==> config.mk <==
export PLATFORM = sky130hd
export DESIGN_NAME = uart_sync_tx
export DESIGN_NICKNAME = d
export VERILOG_FILES = /design/src/rtl/uart_sync_tx.sv
export SDC_FILE = /design/constraint.sdc
export NUM_CORES = 1
export LEC_CHECK = 0
export CORE_AREA = 10 10 118 120
export DETAILED_ROUTE_END_ITERATION = 10
export DIE_AREA = 0 0 128 130
export SETUP_SLACK_MARGIN = 0.05
export SKIP_CTS_REPAIR_TIMING = 1
export SYNTH_ARGS = -nofsm -noshare
export SYNTH_HDL_FRONTEND = slang
export SYNTH_SLANG_ARGS = --single-unit
==> constraint.sdc <==
create_clock -name clk -period 3.7 [get_ports clk]
set_input_delay 0.74 -clock clk [delete_from_list [all_inputs] [get_ports clk]]
set_output_delay 0.74 -clock clk [all_outputs]
set_load 0.01 [all_outputs]
==> src/rtl/uart_sync_tx.sv <==
// 8N1 UART transmitter with a small byte FIFO and automatic calibration-byte
// insertion ahead of data, for driving an autobaud receiver.
module uart_sync_tx #(
  parameter int         DIV_W      = 16,
  parameter logic [7:0] SYNC_BYTE  = 8'h55,
  parameter int         FIFO_DEPTH = 4
) (
  input  logic             clk,
  input  logic             rst,
  input  logic [DIV_W-1:0] div,
  input  logic             sync_req,
  input  logic             transmit,
  input  logic [7:0]       data_tx,
  output logic             full,
  output logic             busy_tx,
  output logic             sync_done,
  output logic             tx
);

  localparam int PTR_W = (FIFO_DEPTH > 1) ? $clog2(FIFO_DEPTH) : 1;
  localparam int CNT_W = PTR_W + 1;

  typedef enum logic [1:0] {S_IDLE, S_START, S_DATA, S_STOP} state_t;

  state_t           r_state, w_state_nx;
  logic [7:0]       r_mem [FIFO_DEPTH];
  logic [PTR_W-1:0] r_wptr, r_rptr;
  logic [CNT_W-1:0] r_count, w_count_nx;
  logic [7:0]       r_byte;
  logic             r_is_sync, r_sync_pending, r_tx, r_busy;
  logic [DIV_W-1:0] r_period, r_bcnt, w_div_eff;
  logic [2:0]       r_idx, w_idx_inc;
  logic             w_push, w_pop, w_load, w_bit_end, w_sync_clear, w_frame_sync, w_tx_nx;

  assign full         = (r_count == CNT_W'(FIFO_DEPTH));
  assign w_push       = transmit && !full;
  assign w_bit_end    = (r_bcnt == r_period - DIV_W'(1));
  assign w_sync_clear = (r_state == S_STOP) && w_bit_end && r_is_sync;
  // A sync frame that is just finishing no longer counts as pending for the frame loaded behind it.
  assign w_frame_sync = r_sync_pending && !w_sync_clear;
  assign w_pop        = w_load && !w_frame_sync;
  assign w_count_nx   = r_count + CNT_W'(w_push) - CNT_W'(w_pop);
  assign w_div_eff    = (div < DIV_W'(2)) ? DIV_W'(2) : div;
  assign w_idx_inc    = r_idx + 3'd1;

  assign sync_done = w_sync_clear;
  assign tx        = r_tx;
  assign busy_tx   = r_busy;

  always_comb begin
    w_state_nx = r_state;
    w_load     = 1'b0;
    w_tx_nx    = r_tx;
    case (r_state)
      S_IDLE: begin
        w_tx_nx = 1'b1;
        if (r_count != '0) begin
          w_load     = 1'b1;
          w_state_nx = S_START;
          w_tx_nx    = 1'b0;
        end
      end
      S_START: begin
        if (w_bit_end) begin
          w_state_nx = S_DATA;
          w_tx_nx    = r_byte[0];
        end
      end
      S_DATA: begin
        if (w_bit_end) begin
          if (r_idx == 3'd7) begin
            w_state_nx = S_STOP;
            w_tx_nx    = 1'b1;
          end else begin
            w_tx_nx = r_byte[w_idx_inc];
          end
        end
      end
      S_STOP: begin
        if (w_bit_end) begin
          if (r_count != '0) begin
            w_load     = 1'b1;
            w_state_nx = S_START;
            w_tx_nx    = 1'b0;
          end else begin
            w_state_nx = S_IDLE;
            w_tx_nx    = 1'b1;
          end
        end
      end
      default: begin
        w_state_nx = S_IDLE;
        w_tx_nx    = 1'b1;
      end
    endcase
  end

  always_ff @(posedge clk or posedge rst) begin
    if (rst) begin
      r_state        <= S_IDLE;
      r_wptr         <= '0;
      r_rptr         <= '0;
      r_count        <= '0;
      r_sync_pending <= 1'b1;
      r_is_sync      <= 1'b0;
      r_period       <= '0;
      r_bcnt         <= '0;
      r_idx          <= '0;
      r_tx           <= 1'b1;
      r_busy         <= 1'b0;
    end else begin
      r_state        <= w_state_nx;
      r_count        <= w_count_nx;
      r_tx           <= w_tx_nx;
      r_busy         <= (w_state_nx != S_IDLE) || (w_count_nx != '0);
      r_sync_pending <= sync_req || (r_sync_pending && !w_sync_clear);
      if (w_push) r_wptr <= r_wptr + PTR_W'(1);
      if (w_pop)  r_rptr <= r_rptr + PTR_W'(1);
      if (w_load) begin
        r_is_sync <= w_frame_sync;
        r_period  <= w_div_eff;
      end
      if (w_load || w_bit_end || r_state == S_IDLE) r_bcnt <= '0;
      else                                          r_bcnt <= r_bcnt + DIV_W'(1);
      if (r_state == S_START && w_bit_end)     r_idx <= '0;
      else if (r_state == S_DATA && w_bit_end) r_idx <= w_idx_inc;
    end
  end

  // FIFO storage and the frame shift byte hold no control state, so they are not reset.
  always_ff @(posedge clk) begin
    if (w_push) r_mem[r_wptr] <= data_tx;
    if (w_load) r_byte <= w_frame_sync ? SYNC_BYTE : r_mem[r_rptr];
  end

endmodule

# --- Yosys cells after proc, flatten, opt, wreduce, memory -nomap -nowiden ---
# Memory sizes are Yosys's and may differ from the RTL's. A register that Yosys moved wholly into a read port is not among the register bits.
# Index checks and enable logic that the tools add are counted.
word_totals:
  reg_bits: 48
  ram_bits: 32
  in_bits: 28
  wordCells: 74
  n_memories: 1
memory_table:
  columns: ["memory", "words", "word_bits", "read_ports", "rd_ports_with_merged_regs", "write_ports", "line", "source"]
  rows:
  - ["r_mem", 4, 8, 1, 1, 1, "26", "logic [7:0] r_mem [FIFO_DEPTH];"]
op_classes:
  add_sub_neg: 7
  magnitude_cmp: 2
  eq_ne: 9
  muxes: 24
  reduce_logical: 20
ops:
  columns: ["operator", "count"]
  rows:
  - ["16-bit 2-to-1 mux", 2]
  - ["16-bit by 1-bit adder with 16-bit output (second input constant)", 1]
  - ["16-bit == test", 1]
  - ["16-bit by 2-bit < comparator with 1-bit output (second input constant)", 1]
  - ["16-bit by 1-bit subtractor with 16-bit output (second input constant)", 1]
  - ["1-bit 2-to-1 mux", 11]
  - ["2-bit 2-to-1 mux", 5]
  - ["2-bit case mux with 4 select lines", 1]
  - ["1-bit logical AND", 7]
  - ["3-bit == test (second input constant)", 2]
  - ["3-bit 2-to-1 mux", 2]
  - ["2-bit inequality test (second input constant)", 3]
  - ["3-bit nonzero test", 2]
  - ["2-bit by 1-bit adder with 2-bit output (second input constant)", 2]
  - ["2-bit == test (second input constant)", 2]
  - ["1-bit logical OR", 4]
  - ["3-bit by 4-bit < comparator with 1-bit output (second input constant)", 1]
  - ["1-bit case mux with 4 select lines", 1]
  - ["2-bit nonzero test", 2]
  - ["3-bit by 1-bit adder with 3-bit output", 1]
  - ["3-bit by 1-bit adder with 3-bit output (second input constant)", 1]
  - ["1-bit binary-select mux with 3-bit select", 1]
  - ["1-bit logical NOT", 3]
  - ["3-bit AND reduction", 1]
  - ["other kinds (4)", 4]

# --- Logic depth before layout (Yosys ltp) ---
# Gate-level depths: netlist (run 1).
depth:
  ltp_word: 11
  depth_mapped: 19
  depth_no_buf: 17

# --- Least setup slack after synthesis (run 1) ---
# OpenSTA, ideal clock, no wires.
synth_path:
  kind: "flip-flop to flip-flop"
  startpoint: "reg r_period[0]"
  endpoint: "reg r_busy, in the netlist busy_tx"
  t_arrival_ns: 3.813
  setup_slack_ns: -0.250
  stages_incl_launch_ff: 20
  period_less_slack_ns: 3.950
  cell_sequence: "dfrtp_1 inv_1 ha_1 or3b_1 clkbuf_1 o31ai_1 nand4b_1 or3_1 a2111oi_2 o21ai_2 buf_6 nor2_4 ha_1 inv_1 ha_1 fa_1 xnor2_1 xnor2_1 nor3_1 nand4_1"
synth_between:
  elab_chain_len: 11
  word_cells_on_any_way: 18
  cone_classes: "2 x add/sub; 1 x eq/ne; 6 x mux; 9 x reduce/logical"
synth_rtl:
  columns: ["element", "line", "source"]
  rows:
  - ["start, declared", "31", "logic [DIV_W-1:0] r_period, r_bcnt, w_div_eff;"]
  - ["start signal, assigned", "121", "r_period <= w_div_eff;"]
  - ["16-bit by 1-bit subtractor with 16-bit output (*)", "37", "assign w_bit_end = (r_bcnt == r_period - DIV_W'(1));"]
  - ["16-bit == test (*)", "37", null]
  - ["1-bit logical AND (2 in series)", "38", "assign w_sync_clear = (r_state == S_STOP) && w_bit_end && r_is_sync;"]
  - ["1-bit logical NOT", "40", "assign w_frame_sync = r_sync_pending && !w_sync_clear;"]
  - ["1-bit logical AND", "40", null]
  - ["1-bit logical NOT", "41", "assign w_pop = w_load && !w_frame_sync;"]
  - ["1-bit logical AND (*)", "41", null]
  - ["named net w_pop", "33", "logic w_push, w_pop, w_load, w_bit_end, w_sync_clear, w_frame_sync, w_tx_nx;"]
  - ["3-bit by 1-bit subtractor with 3-bit output (*)", "42", "assign w_count_nx = r_count + CNT_W'(w_push) - CNT_W'(w_pop);"]
  - ["named net w_count_nx[2]", "28", "logic [CNT_W-1:0] r_count, w_count_nx;"]
  - ["3-bit nonzero test (*)", "115", "r_busy <= (w_state_nx != S_IDLE) || (w_count_nx != '0);"]
  - ["1-bit logical OR (*)", "115", null]
  - ["end signal, assigned", "115", null]
  - ["end, declared", "30", "logic r_is_sync, r_sync_pending, r_tx, r_busy;"]
# The timed path passes the listed nets; every way through them passes the cells marked *.
# A chain may end at the register's enable or synchronous reset.

# --- Final worst setup path (run 1) ---
# Same ends and word-level chain as after synthesis.

==> impl.org, run 1 <==
** Logic synthesis
- The number of nets in the synthesized netlist is 407.
- The synthesized design spends more area on one cell type than any other, namely edfxtp_1.
- After synthesis, the mean cell area works out to 12.58 um2.
- Yosys warning total :: 0
- Most frequent cells after synthesis :: dfrtp_1, edfxtp_1, nor2_1, xnor2_1, inv_1
- Yosys cell types :: 63
- Seq cells post-synth :: 88
- Fraction of registers with async set/reset :: 54.55%
- Cell Area, Synth :: 4567 um2
- Post-synth EDFFs :: 40
- After synthesis, flip-flops and latches occupy 52.66% of the total area.
- The most common cell in the synthesized netlist is dfrtp_1.
- In the synthesized netlist, the number of instances is 363.
- After synthesis, the cell types taking the most area are edfxtp_1, dfrtp_1, mux2_4.
- Main flop type after synthesis :: dfrtp_1
- Share of the synthesized area in the top cell type :: 26.30%

** STA
- The hold violation total from the final report came to 0.
- Setup violations remaining at the end of the flow were counted as 1.
- The worst path in the final design needs a cycle of 3741 ps, including I/O delays and setup.
- At the pin with the least slew margin, the transition time is 1064 ps.
- The final number of max-transition violations came to 0.
- Worst Slack Setup Final :: -40.60 ps
- The worst pin sits at a relative slew slack of 28.94%.
- Final worst hold slack :: 503.4 ps
- Fmax :: 267.3 MHz
- Final Skew :: 10.54 ps
- Unrepaired setup endpoints after global routing :: yes
- Period Utilization, post-route :: 101.1%

** Finish
- Antenna diodes :: 0
- Number of standard cells in the layout, taps in and fillers out :: 583
- Proportion of layout cells with a drive suffix above 1 :: 26.83%
- Layout overhead on the synthesized area :: 25.04%
- Post-layout net count :: 475
- Fillcell total :: 1059
- Combined area of the multi-input logic cells :: 2153 um2
- Summing all flip-flop and latch instances after layout gives 2406 um2.

** Clock network
- Root buffer cell :: clkbuf_16
- Clk sinks :: 88
- Clock Pin Slew Worst Setup and Hold Paths :: 70 ps
- Buffers inserted during clock tree synthesis total 9.
- For the worst-skew pair, the clock arrives at the later sink with an insertion delay of 340 ps.
- The H-tree generated during clock tree synthesis spans 3 levels.
- TritonCTS built the clock tree.
- Clk buf depth :: 2

** Detailed routing
- Detailed-route vias per instance :: 5.117
- Once detail routing completed, the nets flagged for antenna violations numbered 0.
- The final layout contains routed wiring with a total length of 9.382 mm.
- First DRT Iteration DRCs :: 182
- Post-route DRC :: 0
- Vias post-DR :: 2983
- Average detailed-routed wire length per instance :: 16.09 um
- Iteration count of the initial detailed-routing pass :: 4

** Floorplanning
- The die is 128 um wide.
- The region available for standard cell placement spans 11710 um2.
- I/O pin count :: 32
- The die covers 16640 um2.
- Row count :: 40
- The die is 130 um tall.
- The initial utilization of the core area, before any placement, comes to 39.00%.

** Critical path
- At the worst endpoint, the arrival time is 3960 ps.
- Kind of end point of the critical path :: flip-flop
- Maximum fanout count along the critical path :: 5
- For the worst setup path, the data required time is 3920 ps.
- Critical path class :: flip-flop to flip-flop
- Launching element type of the critical path :: flip-flop

** Outcome
- The flow ran to the end, but the final reports show violations.
- The checks that failed: negative setup slack.

** Global route
- Entering global routing, the biggest net connects 49 pins.
- Global route total overflow :: 0
- Global routing usage summed across all routing layers :: 11.73%
- The first global-routing pass estimated 15.51 mm of wire.
- The number of antenna violations at the first check in global routing came to 0.
- Number of global-route vias before repair :: 3096

** Min path
- Class of the tightest hold or removal check :: flip-flop to flip-flop

** Placement
- DP Cell Count :: 561
- Buffers placed on the I/O ports in this run total 31.
- Routability congestion estimate from global placement :: 0.8344
- The HPWL after detailed placement is 6.911 mm.
- Prior to clock tree synthesis, the placed netlist has a worst setup slack of -118.4 ps.

** Job
- Maximum Capacitance Violations :: 0

** Power and ir drop
- In this run the static leakage power is 2.227 nW.
- VDD sags by at most 0.0003504 V.
- Total power per unit cell area :: 679.8 nW/um2
[power by group]
group	switching [W]	internal, W	total, W
logic	0.000728	0.000785	0.00151
clock network	0.000427	0.000477	0.000903
registers	0.000186	0.00128	0.00147
[state kept, by name (all words and copies together) (netlist names), 2 cells and up]
signal	flops
r_mem	32
r_bcnt	16
r_period	16
r_byte	8
r_count	3
r_idx	3
r_rptr	2
r_state	2
r_wptr	2
[cell families (layout without fill, tap and decap cells)]
family | Yosys count | after routing | synth area share [%]
XOR/XNOR | 36 | 36 | 7.069
multiplexers | 32 | 32 | 11.53
flip-flops | 88 | 88 | 52.66
adder cells (fa/ha/maj) | 16 | 16 | 4.548
AO/OA/AOI/OAI | 34 | 34 | 5.398
AND/OR/NAND/NOR | 125 | 125 | 15.59
buffers and inverters | 32 | 105 | 3.205
[layout by cell type (no fill, tap or decap), types with 4 or more instances in the layout]
cell | netlist | final
inv_2 | 1 | 4
or2_1 | 6 | 6
and2_1 | 8 | 7
nand4_1 | 8 | 8
xnor2_1 | 21 | 18
nor2_1 | 31 | 31
buf_4 | 0 | 37
nor4_1 | 7 | 5
clkdlybuf4s50_1 | 0 | 30
clkbuf_16 | 0 | 9
nor2b_1 | 9 | 9
xor2_1 | 14 | 14
and3_1 | 4 | 4
mux4_2 | 10 | 10
edfxtp_1 | 40 | 40
dfrtp_1 | 46 | 45
inv_1 | 19 | 16
mux2_4 | 15 | 15
a21oi_1 | 4 | 4
nor3_1 | 10 | 8
nand2_1 | 9 | 9
ha_1 | 15 | 12
mux2_1 | 4 | 4
o21ai_0 | 8 | 8
nand3_1 | 12 | 12
or3_1 | 6 | 4
[critical path, stage by stage (launching register included)]
cell,delay [ps]
dfrtp_1,370
inv_1,100
ha_4,130
or3b_4,410
buf_4,160
o22ai_1,140
a21boi_0,340
o211ai_1,220
a2111oi_4,240
o21ai_2,110
nor2_4,120
ha_4,130
inv_2,40
ha_4,150
fa_2,350
xnor2_2,150
xnor2_1,140
nor3_1,200
nand4_1,110
[worst paths after layout]
| path | startpoint | to | slack [ps] | depth (start not counted) |
|---|---|---|---|---|
| setup / recovery | r_period[0] | busy_tx | -40 | 18 |
| hold / removal | r_idx[1] | r_idx[1] | 500 | 1 |
| setup reg to reg | r_period[0] | busy_tx | -40 | 18 |
| hold reg to reg | r_idx[1] | r_idx[1] | 500 | 1 |
| max in group asynchronous | rst | r_period[3] | 1980 | 2 |
| min in group asynchronous | rst | r_state[1] | 990 | 2 |
[final cells by class]
type                       instances  area share (%)
clock inverter                     7           1.271
multi-input combinational        243           37.71
tap                              147           3.221
timing repair buffer              69           10.41
inverter                          20           1.315
clock buffer                       9           3.944
sequential                        88           42.13
[routing by layer]
metal,vias up,global-route usage (%),share of wire [%]
li1,1460,-,-
met1,1477,14.34,46
met2,37,19.87,49
met3,9,2.637,2.9
met4,0,4.305,1.4
met5,-,0,0
[per-stage QoR]
step	utilization (%)	power, W	area, um2	setup TNS, ps
floorplan	-	0.002390	4588	-171.6
global placement	44.83	0.002828	5250	0
detailed placement	44.83	0.002858	5250	-118.4
CTS	47.37	0.003774	5548	-387.1
global route	48.76	0.004134	5710	-232.1
finish	48.76	0.003882	5710	-40.60
Power figures use the tool's default switching activity.
==> inputs of run 2 (changes only) <==
--- a/config.mk
+++ b/config.mk
@@ -6,6 +6,7 @@
 export NUM_CORES = 1
 export LEC_CHECK = 0
 export CORE_AREA = 10 10 118 120
+export CTS_CLUSTER_SIZE = 14
 export DETAILED_ROUTE_END_ITERATION = 10
 export DIE_AREA = 0 0 128 130
 export SETUP_SLACK_MARGIN = 0.05
==> results of run 2 <==
Same layout as run 1: the final DEF is identical, and so are final timing and power.
==> inputs of run 3 (changes only) <==
--- a/config.mk
+++ b/config.mk
@@ -5,10 +5,11 @@
 export SDC_FILE = /design/constraint.sdc
 export NUM_CORES = 1
 export LEC_CHECK = 0
-export CORE_AREA = 10 10 118 120
+export CORE_AREA = 10 10 112 114
 export CTS_CLUSTER_SIZE = 14
 export DETAILED_ROUTE_END_ITERATION = 10
-export DIE_AREA = 0 0 128 130
+export DIE_AREA = 0 0 122 124
+export PLACE_DENSITY = 0.65
 export SETUP_SLACK_MARGIN = 0.05
 export SKIP_CTS_REPAIR_TIMING = 1
 export SYNTH_ARGS = -nofsm -noshare
==> impl.org, run 3 (synthesized netlist as in run 1, its figures left out) <==
** Outcome
- Status :: complete, but fails checks
- The checks that failed: negative setup slack.

** Placement
- In this run the tool buffered the top-level ports with 31 buffer cells.
- Half-perimeter wire length after placement :: 6.851 mm
- Routability congestion estimate from global placement :: 0.8439
- Total placed instance area :: 5229 um2
- OpenSTA, run right after detailed placement, puts the worst setup slack at -193.1 ps.

** Clock network
- Clock tree synthesis inserted a total of 9 buffers.
- Clock latency reported for the late side of the worst-skew pair :: 370 ps
- The longest clock path from root to sink contains 2 buffers.
- In this run the clock root is driven by a clkbuf_8.
- The tree built by TritonCTS fans out to 88 sinks.
- Clock tree from TritonCTS :: yes
- Clock-pin slew was measured on the worst setup and hold paths at 100 ps.
- The clock tree synthesis step divided the H-tree into 3 levels.

** Detailed routing
- Summed over all layers, the routed wires come to 9.138 mm.
- Detailed-route vias per instance :: 5.149
- Average detailed-routed wire length per instance :: 16.06 um
- Iteration count of the initial detailed-routing pass :: 4
- Summing over every cut layer, the via total after detailed routing is 2930.
- In this run the remaining antenna-violating nets after routing total 0.
- In the routed design, unresolved DRC markers number 0.
- The detailed router finished its first iteration with 202 violations.

** Global route
- The number of antenna violations at the first check in global routing came to 0.
- Entering global routing, the biggest net connects 49 pins.
- The via count of the first global-routing pass is 3052.
- Global routing usage summed across all routing layers :: 12.73%
- Global-route wire length before repair :: 15.21 mm
- Global route total overflow :: 0

** Critical path
- The worst setup path is captured at a flip-flop.
- Data on the critical path arrives at its endpoint at 4060 ps.
- Maximum fanout count along the critical path :: 5
- At the worst endpoint, the required time is 3950 ps.
- The endpoint identified for the worst register-to-register timing path is busy_tx.
- Critical path class :: flip-flop to flip-flop
- Source of the worst register-to-register timing path :: r_period[1]
- Measured in cells, the most critical reg-to-reg path has a length of 17.
- STA classifies the critical path startpoint as a flip-flop.
- Setup slack of the worst register-to-register path :: -110 ps

** Power and ir drop
- Total power per unit cell area :: 650.0 nW/um2
- The design draws 0.003581 W.
- IR analysis of the VDD net gives a maximum drop of 0.0003083 V.
- In this run the static leakage power is 2.141 nW.

** Min path
- Min-Delay Path Depth :: 1
- Hold path startpoint :: r_idx[2]
- Worst hold path endpoint :: r_idx[2]
- Class of the tightest hold or removal check :: flip-flop to flip-flop

** STA
- Worst-case headroom to the max-slew limit :: 32.85%
- Between clock sinks in the finished design, the worst skew comes to 12.70 ps.
- Count of pins over their slew limit :: 0
- The worst path uses 103.1% of the clock period.
- Unrepaired setup endpoints after global routing :: yes
- Derived from the worst setup path, the maximum achievable clock frequency is 262.1 MHz.
- Once routing completed, OpenROAD measured the worst setup slack at -114.8 ps.
- Slew at the pin closest to its max-slew limit :: 1006 ps
- For the finished layout, the period the worst path requires is 3815 ps.
- Final setup viols :: 1
- The hold violation total from the final report came to 0.

** Finish
- The register with the most flip-flops in the layout has 32 of them.
- In the final layout, the share of cells above drive strength 1 is 24.25%.
- Final std cell area, no fill :: 5509 um2
- Most used cells in the layout excluding fill and tap cells :: dfrtp_1, edfxtp_1, buf_4
- Fillcell total :: 889
- Layout overhead on the synthesized area :: 20.63%
- Antenna diodes :: 0
- The largest registers in the layout are r_mem: 32 flops, r_bcnt: 16 flops, r_period: 16 flops.
- The library cell used most frequently in the layout, excluding fill and tap cells, is dfrtp_1.
- Post-layout net count :: 472
- Cells fill 53.85% of the core in the end.
- Register with the most flip-flops :: r_mem

** Floorplanning
- DIE HEIGHT :: 124 um
- Full die area :: 15130 um2
- Core Footprint :: 10230 um2
- 32 I/O pins were placed.
- Die outline width :: 122 um
- Initial standard-cell utilization of the core :: 44.64%
- After floorplanning, the core was divided into 37 placement rows.

** Job
- Max-cap violations in this run came to 0.
[run 3: how the worst max path moves through the flow]
stage / start / endpoint / slack [ps] / cells after the start
after detailed placement: r_period[1] / busy_tx / -190 / 17
after global routing: r_period[1] / busy_tx / -290 / 17
after global placement: r_period[4] / busy_tx / 10 / 16
after floorplan: r_period[0] / busy_tx / -170 / 19
final: r_period[1] / busy_tx / -110 / 17
after CTS: r_period[1] / sync_done / -380 / 10
[run 3: power breakdown]
part	leakage [nW]	total (W)	switching, W	internal, W
registers	0.952	0.00146	0.000184	0.00128
logic	1.10	0.00149	0.000713	0.000773
clock network	0.0901	0.000634	0.000377	0.000257
[run 3: per-layer routing]
layer / up-vias / track usage [%] / routed length (um)
met4: 0 / 4.545 / 131
li1: 1445 / - / -
met3: 11 / 2.760 / 250
met1: 1439 / 15.91 / 4260
met2: 35 / 21.33 / 4495
met5: - / 0 / 0
[run 3: final cells by class]
cell class | instances | area, um2 | area share (%)
inverter | 20 | 75.07 | 1.363
sequential | 88 | 2405 | 43.65
clock inverter | 7 | 60.06 | 1.090
tap | 136 | 170.2 | 3.089
timing repair buffer | 66 | 571.8 | 10.38
multi-input combinational | 243 | 2103 | 38.18
clock buffer | 9 | 123.9 | 2.248
[run 3: critical path: stages (launching register included)]
cell and delay (ps):
dfrtp_1 420, inv_2 90, ha_4 120, or3b_4 410, o31ai_4 170, nand4b_1 160, or3_4 430, a2111oi_4 330
o21ai_2 110, nor2_4 150, ha_4 140, inv_2 40, ha_4 150, fa_2 370, xnor2_2 150, xnor2_1 140
nor3_1 200, nand4_1 110
[run 3: per-stage QoR]
stage	setup TNS [ps]	cells	hold slack, ps
2_1_floorplan	-171.6	363	462.3
6_report	-114.8	569	510.3
3_5_place_dp	-193.1	549	490.9
4_1_cts	-598.6	565	513.8
5_1_grt	-367.9	569	537.9
3_3_place_gp	0	549	477.6
